### config.mk
export PLATFORM = sky130hd
export DESIGN_NAME = rib_arbiter
export DESIGN_NICKNAME = d
export VERILOG_FILES = /design/src/rtl/rib_arbiter.sv
export SDC_FILE = /design/constraint.sdc
export NUM_CORES = 1
export LEC_CHECK = 0
export BUFFER_PORTS_ARGS = -buffer_cell sky130_fd_sc_hd__buf_4
export CAP_MARGIN = 10
export CORE_AREA = 4 4 193 195
export DETAILED_ROUTE_END_ITERATION = 10
export DIE_AREA = 0 0 197 199
export PLACE_DENSITY_LB_ADDON = 0.2
export SLEW_MARGIN = 30
export SYNTH_ARGS = -nofsm -noshare
export SYNTH_HDL_FRONTEND = slang
export SYNTH_SLANG_ARGS = --single-unit
### constraint.sdc
create_clock -name clk -period 4.05 [get_ports clk]
set_clock_uncertainty 0.15 [all_clocks]
set_input_delay 0.6075 -clock clk [delete_from_list [all_inputs] [get_ports clk]]
set_output_delay 0.6075 -clock clk [all_outputs]
set_load 0.005 [all_outputs]
### src/rtl/rib_arbiter.sv
// Round-robin arbiter sharing the rib master port between NUM_MST requesters.
// Registered one-hot grant with MAX_HOLD rotation, lock sequences and a lock watchdog.
//
// state | meaning
// IDLE  | no grant; next request is picked starting at ptr
// OWN   | gnt_o/own_q hold the owner; release, watchdog, forced rotation evaluated each cycle
module rib_arbiter #(
    parameter int NUM_MST      = 4,
    parameter int MAX_HOLD     = 8,
    parameter int LOCK_TIMEOUT = 64,
    parameter int CORE_MST     = 0
) (
    input  logic                    clk,
    input  logic                    rst,
    input  logic [NUM_MST-1:0]      req_i,
    input  logic [NUM_MST-1:0]      we_i,
    input  logic [NUM_MST-1:0]      lock_i,
    input  logic [NUM_MST*32-1:0]   addr_i,
    input  logic [NUM_MST*32-1:0]   wdata_i,
    output logic [NUM_MST*32-1:0]   rdata_o,
    output logic [NUM_MST-1:0]      gnt_o,
    output logic [NUM_MST-1:0]      stall_o,
    output logic                    bus_req_o,
    output logic                    bus_we_o,
    output logic [31:0]             bus_addr_o,
    output logic [31:0]             bus_wdata_o,
    input  logic [31:0]             bus_rdata_i,
    output logic                    hold_flag_o,
    output logic                    lock_err_o
);

    localparam int IW = (NUM_MST > 1) ? $clog2(NUM_MST) : 1;

    typedef enum logic {IDLE, OWN} state_t;

    state_t            state_q, state_d;
    logic [NUM_MST-1:0] gnt_d;
    logic [IW-1:0]     own_q, own_d;
    logic [IW-1:0]     ptr_q, ptr_d;
    logic [7:0]        hold_q, hold_d;
    logic [9:0]        lock_q, lock_d;
    logic              err_d;

    logic [NUM_MST-1:0] others;
    logic [IW-1:0]      own_nxt;
    logic [IW:0]        idle_pick;
    logic [IW:0]        rot_pick;

    // Returns {found, index} of the first set bit of mask scanning start, start+1, ... modulo NUM_MST.
    function automatic logic [IW:0] rr_pick(input logic [NUM_MST-1:0] mask, input logic [IW-1:0] start);
        logic [IW:0]   res;
        logic [IW-1:0] idx;
        res = '0;
        for (int i = NUM_MST - 1; i >= 0; i--) begin
            idx = IW'((int'(start) + i) % NUM_MST);
            if (mask[idx]) res = {1'b1, idx};
        end
        return res;
    endfunction

    always_comb begin
        own_nxt   = IW'((int'(own_q) + 1) % NUM_MST);
        others    = req_i & ~(NUM_MST'(1) << own_q);
        idle_pick = rr_pick(req_i, ptr_q);
        rot_pick  = rr_pick(others, own_nxt);
    end

    always_comb begin
        state_d = state_q;
        gnt_d   = gnt_o;
        own_d   = own_q;
        ptr_d   = ptr_q;
        hold_d  = hold_q;
        lock_d  = lock_q;
        err_d   = 1'b0;
        case (state_q)
            IDLE: begin
                if (idle_pick[IW]) begin
                    state_d = OWN;
                    own_d   = idle_pick[IW-1:0];
                    gnt_d   = NUM_MST'(1) << idle_pick[IW-1:0];
                    hold_d  = 8'd1;
                    lock_d  = 10'd1;
                end
            end
            OWN: begin
                if (!req_i[own_q] ||
                    (lock_i[own_q] && lock_q == 10'(LOCK_TIMEOUT)) ||
                    (!lock_i[own_q] && |others && hold_q == 8'(MAX_HOLD))) begin
                    // Release, watchdog and forced rotation all hand over to the next requester after the owner.
                    ptr_d = own_nxt;
                    err_d = req_i[own_q] && lock_i[own_q] && lock_q == 10'(LOCK_TIMEOUT);
                    if (rot_pick[IW]) begin
                        own_d  = rot_pick[IW-1:0];
                        gnt_d  = NUM_MST'(1) << rot_pick[IW-1:0];
                        hold_d = 8'd1;
                        lock_d = 10'd1;
                    end else begin
                        state_d = IDLE;
                        gnt_d   = '0;
                        hold_d  = 8'd0;
                        lock_d  = 10'd0;
                    end
                end else begin
                    if (hold_q != 8'(MAX_HOLD)) hold_d = hold_q + 8'd1;
                    if (!lock_i[own_q])                     lock_d = 10'd0;
                    else if (lock_q != 10'(LOCK_TIMEOUT))   lock_d = lock_q + 10'd1;
                end
            end
            default: begin
                state_d = IDLE;
                gnt_d   = '0;
            end
        endcase
    end

    always_ff @(posedge clk or negedge rst) begin
        if (!rst) begin
            state_q    <= IDLE;
            gnt_o      <= '0;
            own_q      <= '0;
            ptr_q      <= '0;
            hold_q     <= '0;
            lock_q     <= '0;
            lock_err_o <= 1'b0;
        end else begin
            state_q    <= state_d;
            gnt_o      <= gnt_d;
            own_q      <= own_d;
            ptr_q      <= ptr_d;
            hold_q     <= hold_d;
            lock_q     <= lock_d;
            lock_err_o <= err_d;
        end
    end

    always_comb begin
        bus_req_o   = 1'b0;
        bus_we_o    = 1'b0;
        bus_addr_o  = '0;
        bus_wdata_o = '0;
        rdata_o     = '0;
        for (int i = 0; i < NUM_MST; i++) begin
            if (gnt_o[i]) begin
                bus_req_o          = req_i[i];
                bus_we_o           = we_i[i] & req_i[i];
                bus_addr_o         = addr_i[32*i +: 32];
                bus_wdata_o        = wdata_i[32*i +: 32];
                rdata_o[32*i +: 32] = bus_rdata_i;
            end
        end
    end

    assign stall_o     = req_i & ~gnt_o;
    assign hold_flag_o = stall_o[CORE_MST];

endmodule

==> results of run 1 <==
sequential cells by signal, summed over array words and instances, names as in the netlist:
| name | flops |
|---|---|
| state_q | 1 |
| own_q | 2 |
| lock_q | 10 |
| ptr_q | 2 |
| hold_q | 8 |
| lock_err_o | 1 |
| gnt_o | 4 |
cell usage in the layout (no fill, tap or decap), types with 4 or more instances in the layout:
| cell | n |
|---|---|
| a21oi_1 | 72 |
| a22oi_1 | 66 |
| a31oi_1 | 6 |
| and2_1 | 131 |
| and3_1 | 4 |
| buf_4 | 515 |
| dfrtp_1 | 25 |
| diode_2 | 8 |
| ha_1 | 8 |
| inv_1 | 12 |
| nand2_1 | 87 |
| nand2b_1 | 6 |
| nand3_1 | 11 |
| nor2_1 | 80 |
| nor2b_1 | 8 |
| o21ai_0 | 87 |
through the flow:
stage	power [W]	setup slack, ps	instances	hold slack, ps
after floorplan	0.00261	1550	734	162
after global placement	0.00482	1120	1645	324
after detailed placement	0.00480	1110	1645	324
after CTS	0.00505	810	1649	134
after global routing	0.00545	728	1657	139
final	0.00495	882	1657	110
routing by layer:
layer  global-route usage, %  share of wire [%]  vias to the layer above
met5                       0                  0                        -
met4                    4.90                3.0                        0
met3                    2.12                5.5                       37
met2                    26.7                 53                      230
met1                    17.0                 39                     3207
li1                        -                  -                     3470
path summary, 6_finish.rpt:
| path | start | to | slack, ps | cells after the start |
|---|---|---|---|---|
| worst max register to register | own_q[0]$_DFFE_PN0P_ | gnt_o[0]$_DFFE_PN0P_ | 1270 | 8 |
| worst max-delay path | gnt_o[2]$_DFFE_PN0P_ | bus_wdata_o[31] | 880 | 5 |
| max in group asynchronous | rst | gnt_o[1]$_DFFE_PN0P_ | 3320 | 1 |
| worst min-delay path | rst | own_q[0]$_DFFE_PN0P_ | 110 | 1 |
| worst min register to register | lock_q[9]$_DFFE_PN0P_ | lock_q[9]$_DFFE_PN0P_ | 340 | 1 |
| min in group clk | lock_q[9]$_DFFE_PN0P_ | lock_q[9]$_DFFE_PN0P_ | 340 | 1 |
power by group:
part | internal [W] | total [W] | leakage, nW | switching [W]
Combinational | 0.00205 | 0.00410 | 3.94 | 0.00205
Sequential | 0.000358 | 0.000616 | 0.358 | 0.000258
Clock | 0.000135 | 0.000234 | 0.0382 | 0.0000993
logic make-up (layout without fill, tap and decap cells):
family	after synthesis	after routing	share of synthesized area [%]
AO/OA/AOI/OAI	255	255	33.4
XOR/XNOR	4	4	0.762
adder cells (fa/ha/maj)	8	8	2.18
buffers and inverters	80	534	7.18
flip-flops	28	28	15.2
multiplexers	5	5	1.79
other	0	8	0
AND/OR/NAND/NOR	354	354	39.5
area by class of cell:
type | count | area [µm²] | area share, %
Multi-Input combinational cell | 626 | 3580 | 40.0
Sequential cell | 28 | 712 | 7.97
Inverter | 12 | 45.0 | 0.504
Timing Repair Buffer | 518 | 3930 | 43.9
Clock buffer | 4 | 78.8 | 0.882
Tap cell | 461 | 577 | 6.45
Antenna cell | 8 | 20.0 | 0.224
worst max-delay path, stage by stage (launching register included):
cell and delay (ps):
dfrtp_4 900, buf_12 410, nor2_1 100, a21oi_1 310, o21ai_0 150, buf_4 160
==> flow_summary.toml, run 1 <==
[synth]
synth-seq-area-share_pct = 15.2
synth_seq_cells = 28
synth_common_cells = "and2_1, nand2_1, o21ai_0"
synth.cell_area_mm2 = 0.00460
synth_most_common_cell = "and2_1"
synth_edf_count = 0
synth_cells = 734
synthDistinctLibCells = 56
syn-num-nets = 1044
synth_async_sr_flop_share_pct = 100
synth_top_area_cell = "and2_1"
synth.avg_cell_area_um2 = 6.27
synthFlopType = "dfrtp_1"
yosysWarnings = 0
ys_top_cells_by_area = "and2_1, dfrtp_1, a22oi_1"
yosys.area.top_type_share_pct = 17.8

[timing]
setup_viol = 0
max_slew_margin_pct = 48.0
fmax_mhz = 316
finalCritPeriodShare_pct = 78.2
tightest_slew_ps = 780
finalCriticalPeriod_ps = 3170
finalSetupTns_ps = 0
final-hold-violation-count = 0
rsz0062_at_grt = "false"
drv_slew = 0

[clocking]
cts_tree = "yes"
cts_max_level = 1
clk_pin_slew_ps = 70
clkSinkCount = 28
post_cts_resized = 0
clockBufferDepth = 2
cts-root-buf = "clkbuf_16"
cts_hold_buf = 0
cts-buffers-inserted = 3
cts_setup_buffers = 0
clk_latency_ps = 260

[finish]
postLayoutCoreUtil_pct = 25.2
area_delta_synth_final_pct = 94.2
fin_nets = 1499
fillers = 4012
drive_gt1_share_pct = 45.5
stdcell_area_mm2 = 0.00894

[detailed_routing]
drc = 0
vias = 6944
drt_pass1_iterations = 5
ant_nets = 0
vias_per_cell = 4.19
wl_per_cell_um = 19.1
drt_iter0_markers = 300
routed_wl_mm = 31.7

[pwr]
ir_drop_v = 0.000241
power_density_mw_per_mm2 = 554
p_leak_nw = 4.34

[global_routing]
grt_pass1_wl_mm = 43.5
grt_util_all_layers_pct = 14.4
grt_pass1_vias = 6525
grt_overflow = 0
antenna_found_initial = 8
grt_max_degree = 104

[die]
chipHeight_um = 199
core.rowCount = 69
start_util_pct = 13.0
pin_count = 506
dieArea_mm2 = 0.0392
die_w_um = 197
core_mm2 = 0.0354

[outcome]
status = "complete, no violations"

[setup_path]
path_class = "register to output pin"
end_kind = "output pin"
cp-start-kind = "register"
critPathRequiredTime_ps = 3290
cp_data_arrival_time_ps = 2410
critPathMaxFanout = 103

[placement]
port_buffers = 505
placed_area_mm2 = 0.00884
gp_congestion = 0.835
dp_hpwl_mm = 26.4

[hold_path]
holdCritPathClass = "primary input to asynchronous set/reset pin"

[run]
drv_cap = 0
Power figures use the tool's default switching activity.
==> run 2: changes to the inputs <==
--- a/config.mk
+++ b/config.mk
@@ -7,9 +7,9 @@
 export LEC_CHECK = 0
 export BUFFER_PORTS_ARGS = -buffer_cell sky130_fd_sc_hd__buf_4
 export CAP_MARGIN = 10
-export CORE_AREA = 4 4 193 195
+export CORE_AREA = 4 4 192 194
 export DETAILED_ROUTE_END_ITERATION = 10
-export DIE_AREA = 0 0 197 199
+export DIE_AREA = 0 0 196 198
 export PLACE_DENSITY_LB_ADDON = 0.2
 export SLEW_MARGIN = 30
 export SYNTH_ARGS = -nofsm -noshare
==> constraint.sdc (replaced) <==
create_clock -name clk -period 3.27 [get_ports clk]
set_clock_uncertainty 0.15 [all_clocks]
set_input_delay 0.4905 -clock clk [delete_from_list [all_inputs] [get_ports clk]]
set_output_delay 0.4905 -clock clk [all_outputs]
set_load 0.005 [all_outputs]
==> flow_summary.toml, run 2 (synthesis gave the netlist of run 1 again) <==
[detailed_routing]
ant_nets = 0
vias_per_cell = 4.13
vias = 6840
drt_pass1_iterations = 5
drt_iter0_markers = 269
drc = 0
wl_per_cell_um = 19.4
routed_wl_mm = 32.1

[setup_path]
critPathMaxFanout = 64
crit_family = "flip-flops"
cp-start-kind = "register"
end_kind = "output pin"
path_cells = "nor2b_4 -> buf_12 -> a22oi_1 -> nor2_1 -> a21oi_1 -> o21ai_0 -> buf_4"
crit_slowest_cell = "dfrtp_4"
path_class = "register to output pin"
critPathRequiredTime_ps = 2630
cp_data_arrival_time_ps = 2160
path_buf_inv = 2
slowest_delay_ps = 620

[die]
core_mm2 = 0.0352
start_util_pct = 13.1
die_w_um = 196
dieArea_mm2 = 0.0388
core.rowCount = 69
chipHeight_um = 198
pin_count = 506

[clocking]
cts-root-buf = "clkbuf_16"
cts-buffers-inserted = 3
cts_hold_buf = 0
clk_pin_slew_ps = 70
cts_setup_buffers = 0
cts_tree = "yes"
cts_max_level = 1
post_cts_resized = 0
clockBufferDepth = 2
clk_latency_ps = 260
clkSinkCount = 28

[timing]
max_slew_margin_pct = 61.3
final-hold-violation-count = 5
fmax_mhz = 357
finalCritPeriodShare_pct = 85.5
drv_slew = 0
worst_slack_ps = 473
finalSetupTns_ps = 0
rsz0062_at_grt = "false"
setup_viol = 0
tightest_slew_ps = 579
finalCriticalPeriod_ps = 2800
holdWs_ps = -1.28

[finish]
stdcell_area_mm2 = 0.00897
drive_gt1_share_pct = 45.5
fillers = 3970
largest_reg_flops = 10
fin_nets = 1501
reg.largest.list = "lock_q x10, hold_q x8, gnt_o x4"
top_register = "lock_q"
stdcell_count = 1655
final_common_cell = "buf_4"
mostFrequentLayoutCells = "buf_4, and2_1, nand2_1, o21ai_0, nor2_1"
area_delta_synth_final_pct = 94.9

[pwr]
power.switching_w = 0.00301
combPwrFrac_pct = 83.5
ir_drop_v = 0.000282
power_report.internal_total_w = 0.00320
clkPwrFrac_pct = 4.6
sw_frac_of_total_pct = 48.5
power_density_mw_per_mm2 = 692
power_w = 0.00621
p_leak_nw = 4.35
seq_power_share_pct = 11.9

[placement]
placed_area_mm2 = 0.00888
dp_hpwl_mm = 26.9
port_buffers = 505
gp_congestion = 0.906
dp.cells = 1647
dp_slack_ps = 722

[outcome]
violations = "hold timing"
status = "complete, but fails checks"

[global_routing]
antenna_found_initial = 8
grt_util_all_layers_pct = 15.1
grt_overflow = 0
grt_pass1_wl_mm = 45.1
grt_pass1_vias = 6578
grt_max_degree = 65

[hold_path]
holdCritPathClass = "primary input to asynchronous set/reset pin"

[run]
drv_cap = 0
-- run 2: area by class of cell --
class,instances,area (µm²),area share (%)
timing repair buffer,520,3970,44.2
multi-input combinational,626,3580,39.9
sequential,28,712,7.94
tap,461,577,6.43
clock buffer,4,78.8,0.879
inverter,12,45.0,0.502
antenna,4,10.0,0.112
-- run 2: per-stage QoR --
stage / utilization (%) / hold WS (ps)
finish: 25.5 / -1.28
global route: 25.5 / 23.2
CTS: 25.4 / 18.0
detailed placement: 25.2 / 302
global placement: 25.2 / 303
floorplan: - / 44.9
-- run 2: path summary, 6_finish.rpt --
kind                                       startpoint                     to  slack, ps  cells after the start
min in group clk                lock_q[9]$_DFFE_PN0P_  lock_q[9]$_DFFE_PN0P_        330                      1
worst min-delay path                              rst  lock_q[2]$_DFFE_PN0P_         -1                      1
worst max register to register   own_q[1]$_DFFE_PN0P_   own_q[1]$_DFFE_PN0P_        750                      8
worst max-delay path             gnt_o[1]$_DFFE_PN0P_        bus_wdata_o[26]        470                      7
worst min register to register  lock_q[9]$_DFFE_PN0P_  lock_q[9]$_DFFE_PN0P_        330                      1
max in group asynchronous                         rst   gnt_o[1]$_DFFE_PN0P_       2650                      1
-- run 2: power groups by stage --
| stage | clock network [W] | logic, W | registers [W] |
|---|---|---|---|
| finish | 0.000286 | 0.00518 | 0.000740 |
| global route | 0.000310 | 0.00576 | 0.000786 |
| CTS | 0.000294 | 0.00526 | 0.000764 |
| detailed placement | 0 | 0.00524 | 0.000770 |
| global placement | 0 | 0.00525 | 0.000762 |
| floorplan | 0 | 0.00272 | 0.000514 |
-- run 2: metal layers --
layer  up-vias  GRT usage [%]  part of all wire (%)
li1       3464              -                     -
met1      3139           17.6                    38
met2       203           29.0                    54
met3        32           2.16                   5.1
met4         2           3.18                   2.1
met5         -              0                 0.053
